File: config.mk
export PLATFORM = sky130hd
export DESIGN_NAME = unified_mem_arbiter
export DESIGN_NICKNAME = d
export VERILOG_FILES = /design/src/rtl/arb_pkg.sv /design/src/rtl/arb_starve_ctr.sv /design/src/rtl/unified_mem_arbiter.sv
export SDC_FILE = /design/constraint.sdc
export NUM_CORES = 1
export LEC_CHECK = 0
export ABC_AREA = 0
export BUFFER_PORTS_ARGS = -buffer_cell sky130_fd_sc_hd__buf_2
export CAP_MARGIN = 20
export CORE_AREA = 2 2 109 111
export DETAILED_ROUTE_END_ITERATION = 16
export DIE_AREA = 0 0 111 113
export GPL_ROUTABILITY_DRIVEN = 0
export PLACE_DENSITY = 0.74
export SLEW_MARGIN = 20
export SYNTH_ARGS = -nofsm -noshare
export SYNTH_HDL_FRONTEND = slang
export SYNTH_HIERARCHICAL = 1
export SYNTH_SLANG_ARGS = --single-unit
File: constraint.sdc
create_clock -name clk -period 6.23 [get_ports clk]
set_input_delay 0 -clock clk [delete_from_list [all_inputs] [get_ports clk]]
set_output_delay 0 -clock clk [all_outputs]
set_load 0.05 [all_outputs]
File: src/rtl/arb_pkg.sv
// Shared types and defaults for the unified fetch/data memory arbiter.
package arb_pkg;

    typedef enum logic [1:0] {
        IDLE,
        REQ,
        RESP
    } state_t;

    typedef enum logic {
        OWN_IF,
        OWN_D
    } owner_t;

    localparam int unsigned STARVE_MAX_DEF = 4;

    function automatic int unsigned ctr_width(input int unsigned max_val);
        return (max_val < 1) ? 1 : $clog2(max_val + 1);
    endfunction

endpackage

File: src/rtl/arb_starve_ctr.sv
// Saturating count of consecutive data wins taken while fetch was waiting.
module arb_starve_ctr
    import arb_pkg::*;
#(
    parameter int unsigned MAX = STARVE_MAX_DEF
) (
    input  logic clk,
    input  logic rst,
    input  logic inc,
    input  logic clr,
    output logic at_max
);

    localparam int unsigned W = ctr_width(MAX);
    localparam logic [W-1:0] MAX_V = W'(MAX);

    logic [W-1:0] cnt;

    always_ff @(posedge clk or negedge rst) begin
        if (!rst) begin
            cnt <= '0;
        end else if (clr) begin
            cnt <= '0;
        end else if (inc && !at_max) begin
            cnt <= cnt + W'(1);
        end
    end

    assign at_max = (cnt == MAX_V);

endmodule

File: src/rtl/unified_mem_arbiter.sv
// Arbitrates one fetch and one data port onto a single-outstanding memory bus,
// data preferred, with a bounded number of data wins while fetch waits.
module unified_mem_arbiter
    import arb_pkg::*;
#(
    parameter int unsigned ADDR_W     = 32,
    parameter int unsigned DATA_W     = 32,
    parameter int unsigned STARVE_MAX = STARVE_MAX_DEF
) (
    input  logic                clk,
    input  logic                rst,
    input  logic                if_req,
    input  logic [ADDR_W-1:0]   if_addr,
    output logic                if_gnt,
    output logic                if_rvalid,
    output logic [DATA_W-1:0]   if_rdata,
    input  logic                d_req,
    input  logic                d_we,
    input  logic [DATA_W/8-1:0] d_be,
    input  logic [ADDR_W-1:0]   d_addr,
    input  logic [DATA_W-1:0]   d_wdata,
    output logic                d_gnt,
    output logic                d_rvalid,
    output logic [DATA_W-1:0]   d_rdata,
    output logic                mem_req,
    output logic                mem_we,
    output logic [DATA_W/8-1:0] mem_be,
    output logic [ADDR_W-1:0]   mem_addr,
    output logic [DATA_W-1:0]   mem_wdata,
    input  logic                mem_ready,
    input  logic                mem_rvalid,
    input  logic [DATA_W-1:0]   mem_rdata,
    output logic                busy
);

    localparam int unsigned BE_W = DATA_W / 8;

    state_t            state, state_nxt;
    owner_t            owner;
    logic [ADDR_W-1:0] addr_q;
    logic [DATA_W-1:0] wdata_q;
    logic              we_q;
    logic [BE_W-1:0]   be_q;
    logic              pick_d, pick_if, at_max, resp_done;

    always_ff @(posedge clk or negedge rst) begin
        if (!rst) state <= IDLE;
        else      state <= state_nxt;
    end

    // Grants are gated by rst so nothing is offered while reset is held.
    always_comb begin
        state_nxt = state;
        if_gnt    = 1'b0;
        d_gnt     = 1'b0;
        pick_d    = d_req && !(if_req && at_max);
        pick_if   = if_req && !pick_d;
        case (state)
            IDLE: begin
                if (rst && (pick_d || pick_if)) begin
                    if_gnt    = pick_if;
                    d_gnt     = pick_d;
                    state_nxt = REQ;
                end
            end
            REQ:     if (mem_ready)  state_nxt = RESP;
            RESP:    if (mem_rvalid) state_nxt = IDLE;
            default: state_nxt = IDLE;
        endcase
    end

    always_ff @(posedge clk or negedge rst) begin
        if (!rst) begin
            owner   <= OWN_IF;
            addr_q  <= '0;
            wdata_q <= '0;
            we_q    <= 1'b0;
            be_q    <= '0;
        end else if (d_gnt) begin
            owner   <= OWN_D;
            addr_q  <= d_addr;
            wdata_q <= d_wdata;
            we_q    <= d_we;
            be_q    <= d_be;
        end else if (if_gnt) begin
            owner   <= OWN_IF;
            addr_q  <= if_addr & ~ADDR_W'(3);
            wdata_q <= '0;
            we_q    <= 1'b0;
            be_q    <= '1;
        end
    end

    arb_starve_ctr #(
        .MAX(STARVE_MAX)
    ) u_starve (
        .clk    (clk),
        .rst    (rst),
        .inc    (d_gnt && if_req),
        .clr    (if_gnt || (d_gnt && !if_req)),
        .at_max (at_max)
    );

    assign mem_req   = (state == REQ);
    assign mem_we    = mem_req && we_q;
    assign mem_be    = mem_req ? be_q    : '0;
    assign mem_addr  = mem_req ? addr_q  : '0;
    assign mem_wdata = mem_req ? wdata_q : '0;

    assign resp_done = (state == RESP) && mem_rvalid;
    assign if_rvalid = resp_done && (owner == OWN_IF);
    assign d_rvalid  = resp_done && (owner == OWN_D);
    assign if_rdata  = if_rvalid ? mem_rdata : '0;
    assign d_rdata   = d_rvalid  ? mem_rdata : '0;

    assign busy = (state != IDLE);

endmodule

* After elaboration in Yosys (flattened, before gate mapping)
Index checks and enable logic that the tools add are counted.
** Operators by class
- Add/sub/neg operators :: 1
- Equality and inequality tests :: 6
- Muxes and demuxes :: 24
- Bitwise logic cells :: 1
- Reduce and logical (&&, ||, !) cells :: 22
** Operator list (count)
- two-way mux 32 bit :: 8
- two-way mux 4 bit :: 3
- logical AND 1 bit :: 11
- two-way mux 1 bit :: 7
- two-way mux 2 bit :: 3
- two-way mux 3 bit :: 2
- case mux 2 bit (3 select lines) :: 1
- nonzero test 2 bit :: 3
- zero test 1 bit :: 4
- inequality test 2 bit (second input constant) :: 2
- adder 3 x 1 -> 3 bit (second input constant) :: 1
- == test 3 bit (second input constant) :: 1
- AND reduction 3 bit :: 1
- == test 2 x 1 -> 1 bit (second input constant) :: 1
- == test 2 bit (second input constant) :: 1
- zero test 2 bit :: 1
- logical OR 1 bit :: 2
- inequality test 2 x 1 -> 1 bit (second input constant) :: 1
- NOT 1 bit :: 1
** Storage, ports and cells
- Register bits :: 75
- Input port bits :: 139
- Output and inout bits :: 139
- Logic and storage cells :: 61

* Longest topological paths before layout
- Depth in word-level cells :: 14
- Depth in mapped cells :: 9
- Depth with buffers taken out :: 7

* By module
Netlist, hierarchy kept.
** By module, submodules not included
- unified_mem_arbiter :: times used 1, cells each 434, area each 4075.2 µm², seq. area each 1801.7 µm²
- arb_starve_ctr :: times used 1, cells each 18, area each 197.7 µm², seq. area each 75.1 µm²

* Least setup slack after synthesis
No wires, ideal clock.
- Path type :: register to register
- Start :: register u_starve.cnt[0]
- End :: register u_starve.cnt[0]
- Library setup time :: 0.125 ns
- Arrival time :: 1.935 ns
- Data required time :: 6.105 ns
- Setup slack :: 4.170 ns
- Stages on the path, launching flop included :: 9
- Path buffers :: 1
- Clock period less this slack :: 2.060 ns
- Cell sequence :: dfrtp_1 inv_1 ha_1 and2_1 a21boi_2 buf_4 and3_1 a21boi_2 mux2_4
** On the way
- Word-level cells in the longest chain between the ends :: 13
- Elaborated cells on any way between the ends :: 21
- Classes of those cells :: add/sub (1); eq/ne (1); mux (6); reduce/logical (13)
** RTL lines
- start: declaration :: RTL line arb_starve_ctr.sv:17 : logic [W-1:0] cnt;
- start signal: assignment :: RTL line arb_starve_ctr.sv:25 : cnt <= cnt + W'(1);
- == test 3 bit (*) :: RTL line arb_starve_ctr.sv:29 : assign at_max = (cnt == MAX_V);
- net at_max :: RTL line unified_mem_arbiter.sv:44 : logic pick_d, pick_if, at_max, resp_done;
- logical AND 1 bit :: RTL line unified_mem_arbiter.sv:56 : pick_d = d_req && !(if_req && at_max);
- zero test 1 bit :: RTL line unified_mem_arbiter.sv:56
- logical AND 1 bit :: RTL line unified_mem_arbiter.sv:56
- zero test 1 bit :: RTL line unified_mem_arbiter.sv:57 : pick_if = if_req && !pick_d;
- logical AND 1 bit :: RTL line unified_mem_arbiter.sv:57
- logical OR 1 bit :: RTL line unified_mem_arbiter.sv:60 : if (rst && (pick_d || pick_if)) begin
- logical AND 1 bit :: RTL line unified_mem_arbiter.sv:60
- two-way mux 1 bit :: RTL line unified_mem_arbiter.sv:60
- two-way mux 1 bit :: RTL line unified_mem_arbiter.sv:58 : case (state)
- logical AND 1 bit, on equally long branches :: RTL line unified_mem_arbiter.sv:100, unified_mem_arbiter.sv:99
- logical OR 1 bit / logical AND 1 bit (equally long branches) :: RTL line unified_mem_arbiter.sv:100, arb_starve_ctr.sv:24
- two-way mux 3 bit / nonzero test 2 bit (equally long branches)
The timed path passes the listed nets; every way through them passes the cells marked *. The select of a mux whose other input is x is not followed.
A chain may end at the register's enable or synchronous reset.

* Worst setup path in the final report
- Start :: input port rst
- End :: register be_q[2]
** On the way
- Word-level cells in the longest chain between the ends :: 4
- Elaborated cells on any way between the ends :: 7
- Classes of those cells :: mux (5); reduce/logical (2)
** RTL lines
- start: declaration :: RTL line unified_mem_arbiter.sv:11 : input logic rst,
- logical AND 1 bit (*) :: RTL line unified_mem_arbiter.sv:60
- two-way mux 1 bit :: RTL line unified_mem_arbiter.sv:60
- two-way mux 1 bit :: RTL line unified_mem_arbiter.sv:58
- two-way mux 4 bit / nonzero test 2 bit (equally long branches)
- end signal: assignment :: RTL line unified_mem_arbiter.sv:78 : be_q <= '0;
- end signal: assignment :: RTL line unified_mem_arbiter.sv:84 : be_q <= d_be;
- end signal: assignment :: RTL line unified_mem_arbiter.sv:90 : be_q <= '1;
- end: declaration :: RTL line unified_mem_arbiter.sv:43 : logic [BE_W-1:0] be_q;
Mark *: on every way between the ends. The rest lies on a longest branch, timed or not.

==> flow_summary.toml <==
[global_route]
grt-ovfl-total = 0
grt_use_met1_pct = 23.9
grt_max_degree = 78
antenna_found_initial = 4
met3_usage_pct = 4.12
grt_pass1_vias = 4650
grt_use_met2_pct = 43.6
grt-busiest-layer = "met2"
gr-usage-all-layers_pct = 22.9
grt_pass1_wl_um = 22700

[final_layout]
area_delta_synth_final_pct = 57.3
nets = 919
drive_above_1_share_pct = 43.4

[clock_tree]
clkSlewWorstSetupHoldPaths_ps = 50
cts_buffers = 9
cts.sinks = 75
cts_max_level = 3
clockRootBuffer = "clkbuf_16"
clock_latency_ps = 330
clockBufferDepth = 2
post-cts-setup-buffer-count = 0
cts_tree = "yes"

[pwr]
p_switching_mw = 1.36
irDropWorstVdd_uv = 259
power_frac_seq_pct = 27.9
p_leak_nw = 3.56
power_frac_comb_pct = 53.6
power_frac_clock_pct = 18.5
power_mw = 2.88
power_density_nw_per_um2 = 428
p_int_mw = 1.51
swShare_pct = 47.3

[worst_setup_path]
cpMostUsedCell = "buf_4"
cp_top_family = "buffers and inverters"
worstPathRequired_ps = 6440
crit_chain = "dlygate4sd3_1 -> buf_4 -> nor3b_2 -> o21a_4 -> buf_4 -> mux2_2"
crit_arrival_ps = 3250
slowest_delay_ps = 730
cpMaxStageDelayCell = "buf_4"
path_buf_inv = 3
crit_fanout = 77
crit_path_start_kind = "input port"
endpoint_kind = "flop"
worstSetupPathType = "in2reg"

[detailed_routing]
viasPerCell = 4.86
wire_per_inst_um = 15.7
drt_wl_total_um = 14600
drtIter0Drc = 283
drc = 0
vias = 4507
first_pass_iters = 4
postRouteAntennaNets = 0

[synthesis]
synth-async-reset-ratio_pct = 100
yosys_warnings = 6
ys_ff_latch = 75
synthDistinctLibCells = 28
synth_edf_count = 0
synth.yosys.seq_area_share_pct = 43.9
syn-instance-count = 452
syn_avg_cell_area_um2 = 9.45
synth_nets = 593
syn_area_um2 = 4270
ys.flop_type = "dfrtp_1"

[floorplan]
die_area_um2 = 12500
placementRows = 39
coreArea_um2 = 11300
initial_core_util_pct = 37.9
dieHeight_um = 113
die_w_um = 111
ios = 278

[min_path]
hold_class = "in2reg"

[run_status]
status = "finished, final reports clean"

[timing]
fin_crit_sh_pct = 48.8
tightest_slew_ps = 961
slew_headroom_pct = 35.9
drv_slew = 0
max_freq_mhz = 329
rsz0062_at_grt = "no"
hold_viol = 0
skew_ps = 8.85
finalSetupViolCount = 0
final.setup.tns_ps = 0
period_needed_ps = 3040

[placement]
io_buffers = 275
dp_hpwl_um = 9860

[flow_run]
cap_violations = 0
## stage by stage
stage          setup slack, ps  utilization, %  instance area (um2)  hold WS, ps  instances
3_5_place_dp              3400            50.6                 5700          223        840
3_3_place_gp              3380            50.4                 5690          204        839
6_report                  3190            59.6                 6720         10.4        928
4_1_cts                   3210            59.5                 6710        0.485        925
2_1_floorplan             4170               -                 4270         -296        452
5_1_grt                   2930            59.6                 6720         12.2        928
## registers in the layout (all words and copies together) (netlist names)
register / cells
addr_q: 32
wdata_q: 32
be_q: 4
u_starve/cnt: 3
state: 2
owner: 1
we_q: 1
## synthesized netlist by cell type, types with 2 or more instances
master	count	area, um2
and2_1	99	619
dfrtp_1	75	1880
inv_1	41	154
nand2_1	37	139
nor2_1	37	139
mux2i_1	36	360
o221a_2	30	338
or3_1	30	188
clkbuf_1	13	48.8
buf_4	10	75.1
nand2b_1	8	50.1
buf_2	7	35.0
mux2_2	4	45.0
o21ai_0	4	20.0
buf_1	3	11.3
nor3_2	3	30.0
a21boi_2	2	22.5
a21oi_1	2	10.0
ha_1	2	25.0
## worst register-to-register path, cell delays in order (launching register included)
cell	delay, ps
dfrtp_1	380
inv_1	60
ha_1	220
and2_1	190
a21boi_4	140
buf_4	580
and3_1	300
a21boi_2	230
mux2_4	310
## path summary, 6_finish.rpt
path                                 start         endpoint  slack [ps]  cells after the start
max in group asynchronous              rst            owner        5250                      2
min                                d_be[1]          be_q[1]          10                      3
min in group asynchronous              rst       wdata_q[3]         350                      2
min reg2reg                        be_q[0]          be_q[0]         510                      1
max reg2reg                u_starve/cnt[0]  u_starve/cnt[0]        3700                      8
max                                    rst          be_q[2]        3190                      6
## power groups by stage
stage | Clock (mW) | Sequential, mW | Combinational [mW]
finish | 0.533 | 0.802 | 1.54
global route | 0.567 | 0.823 | 1.64
CTS | 0.543 | 0.799 | 1.54
detailed placement | 0 | 0.807 | 1.50
global placement | 0 | 0.795 | 1.47
floorplan | 0 | 0.778 | 1.19
## cell type report
type	count	area, um2
clock inverter	4	48.8
inverter	41	154
sequential	75	1880
fill	932	4550
clock buffer	11	253
timing repair buffer	349	2110
antenna	3	7.51
multi-input combinational	302	2090
tap	143	179
## cell usage in the layout, fill, tap and decap left out, drive strengths merged, types with 3 or more instances in the layout
cell type,count
o21ai,4
dlygate4sd3,70
nand2b,8
nor3,3
buf,279
inv,42
mux2i,36
or3,30
nor2,37
nand2,37
diode,3
mux2,5
clkbuf,11
dfrtp,75
and2,99
o221a,30
## routing by layer
metal | share of wire, % | up-vias
met1 | 37 | 2144
met5 | 0 | -
met2 | 54 | 197
met4 | 3.4 | 0
met3 | 5.4 | 32
li1 | - | 2134
## kinds of logic after synthesis
| family | synth area share (%) |
|---|---|
| adder cells (fa/ha/maj) | 0.586 |
| flip-flops | 43.9 |
| multiplexers | 9.84 |
| buffers and inverters | 7.85 |
| AND/OR/NAND/NOR | 28.5 |
| AO/OA/AOI/OAI | 9.31 |
## timing repair
action,CTS,global route
hold buffers,70,0
gates resized for setup,0,0
hold endpoints to repair,144,0
No activity file was read; power rests on OpenSTA's default activity.
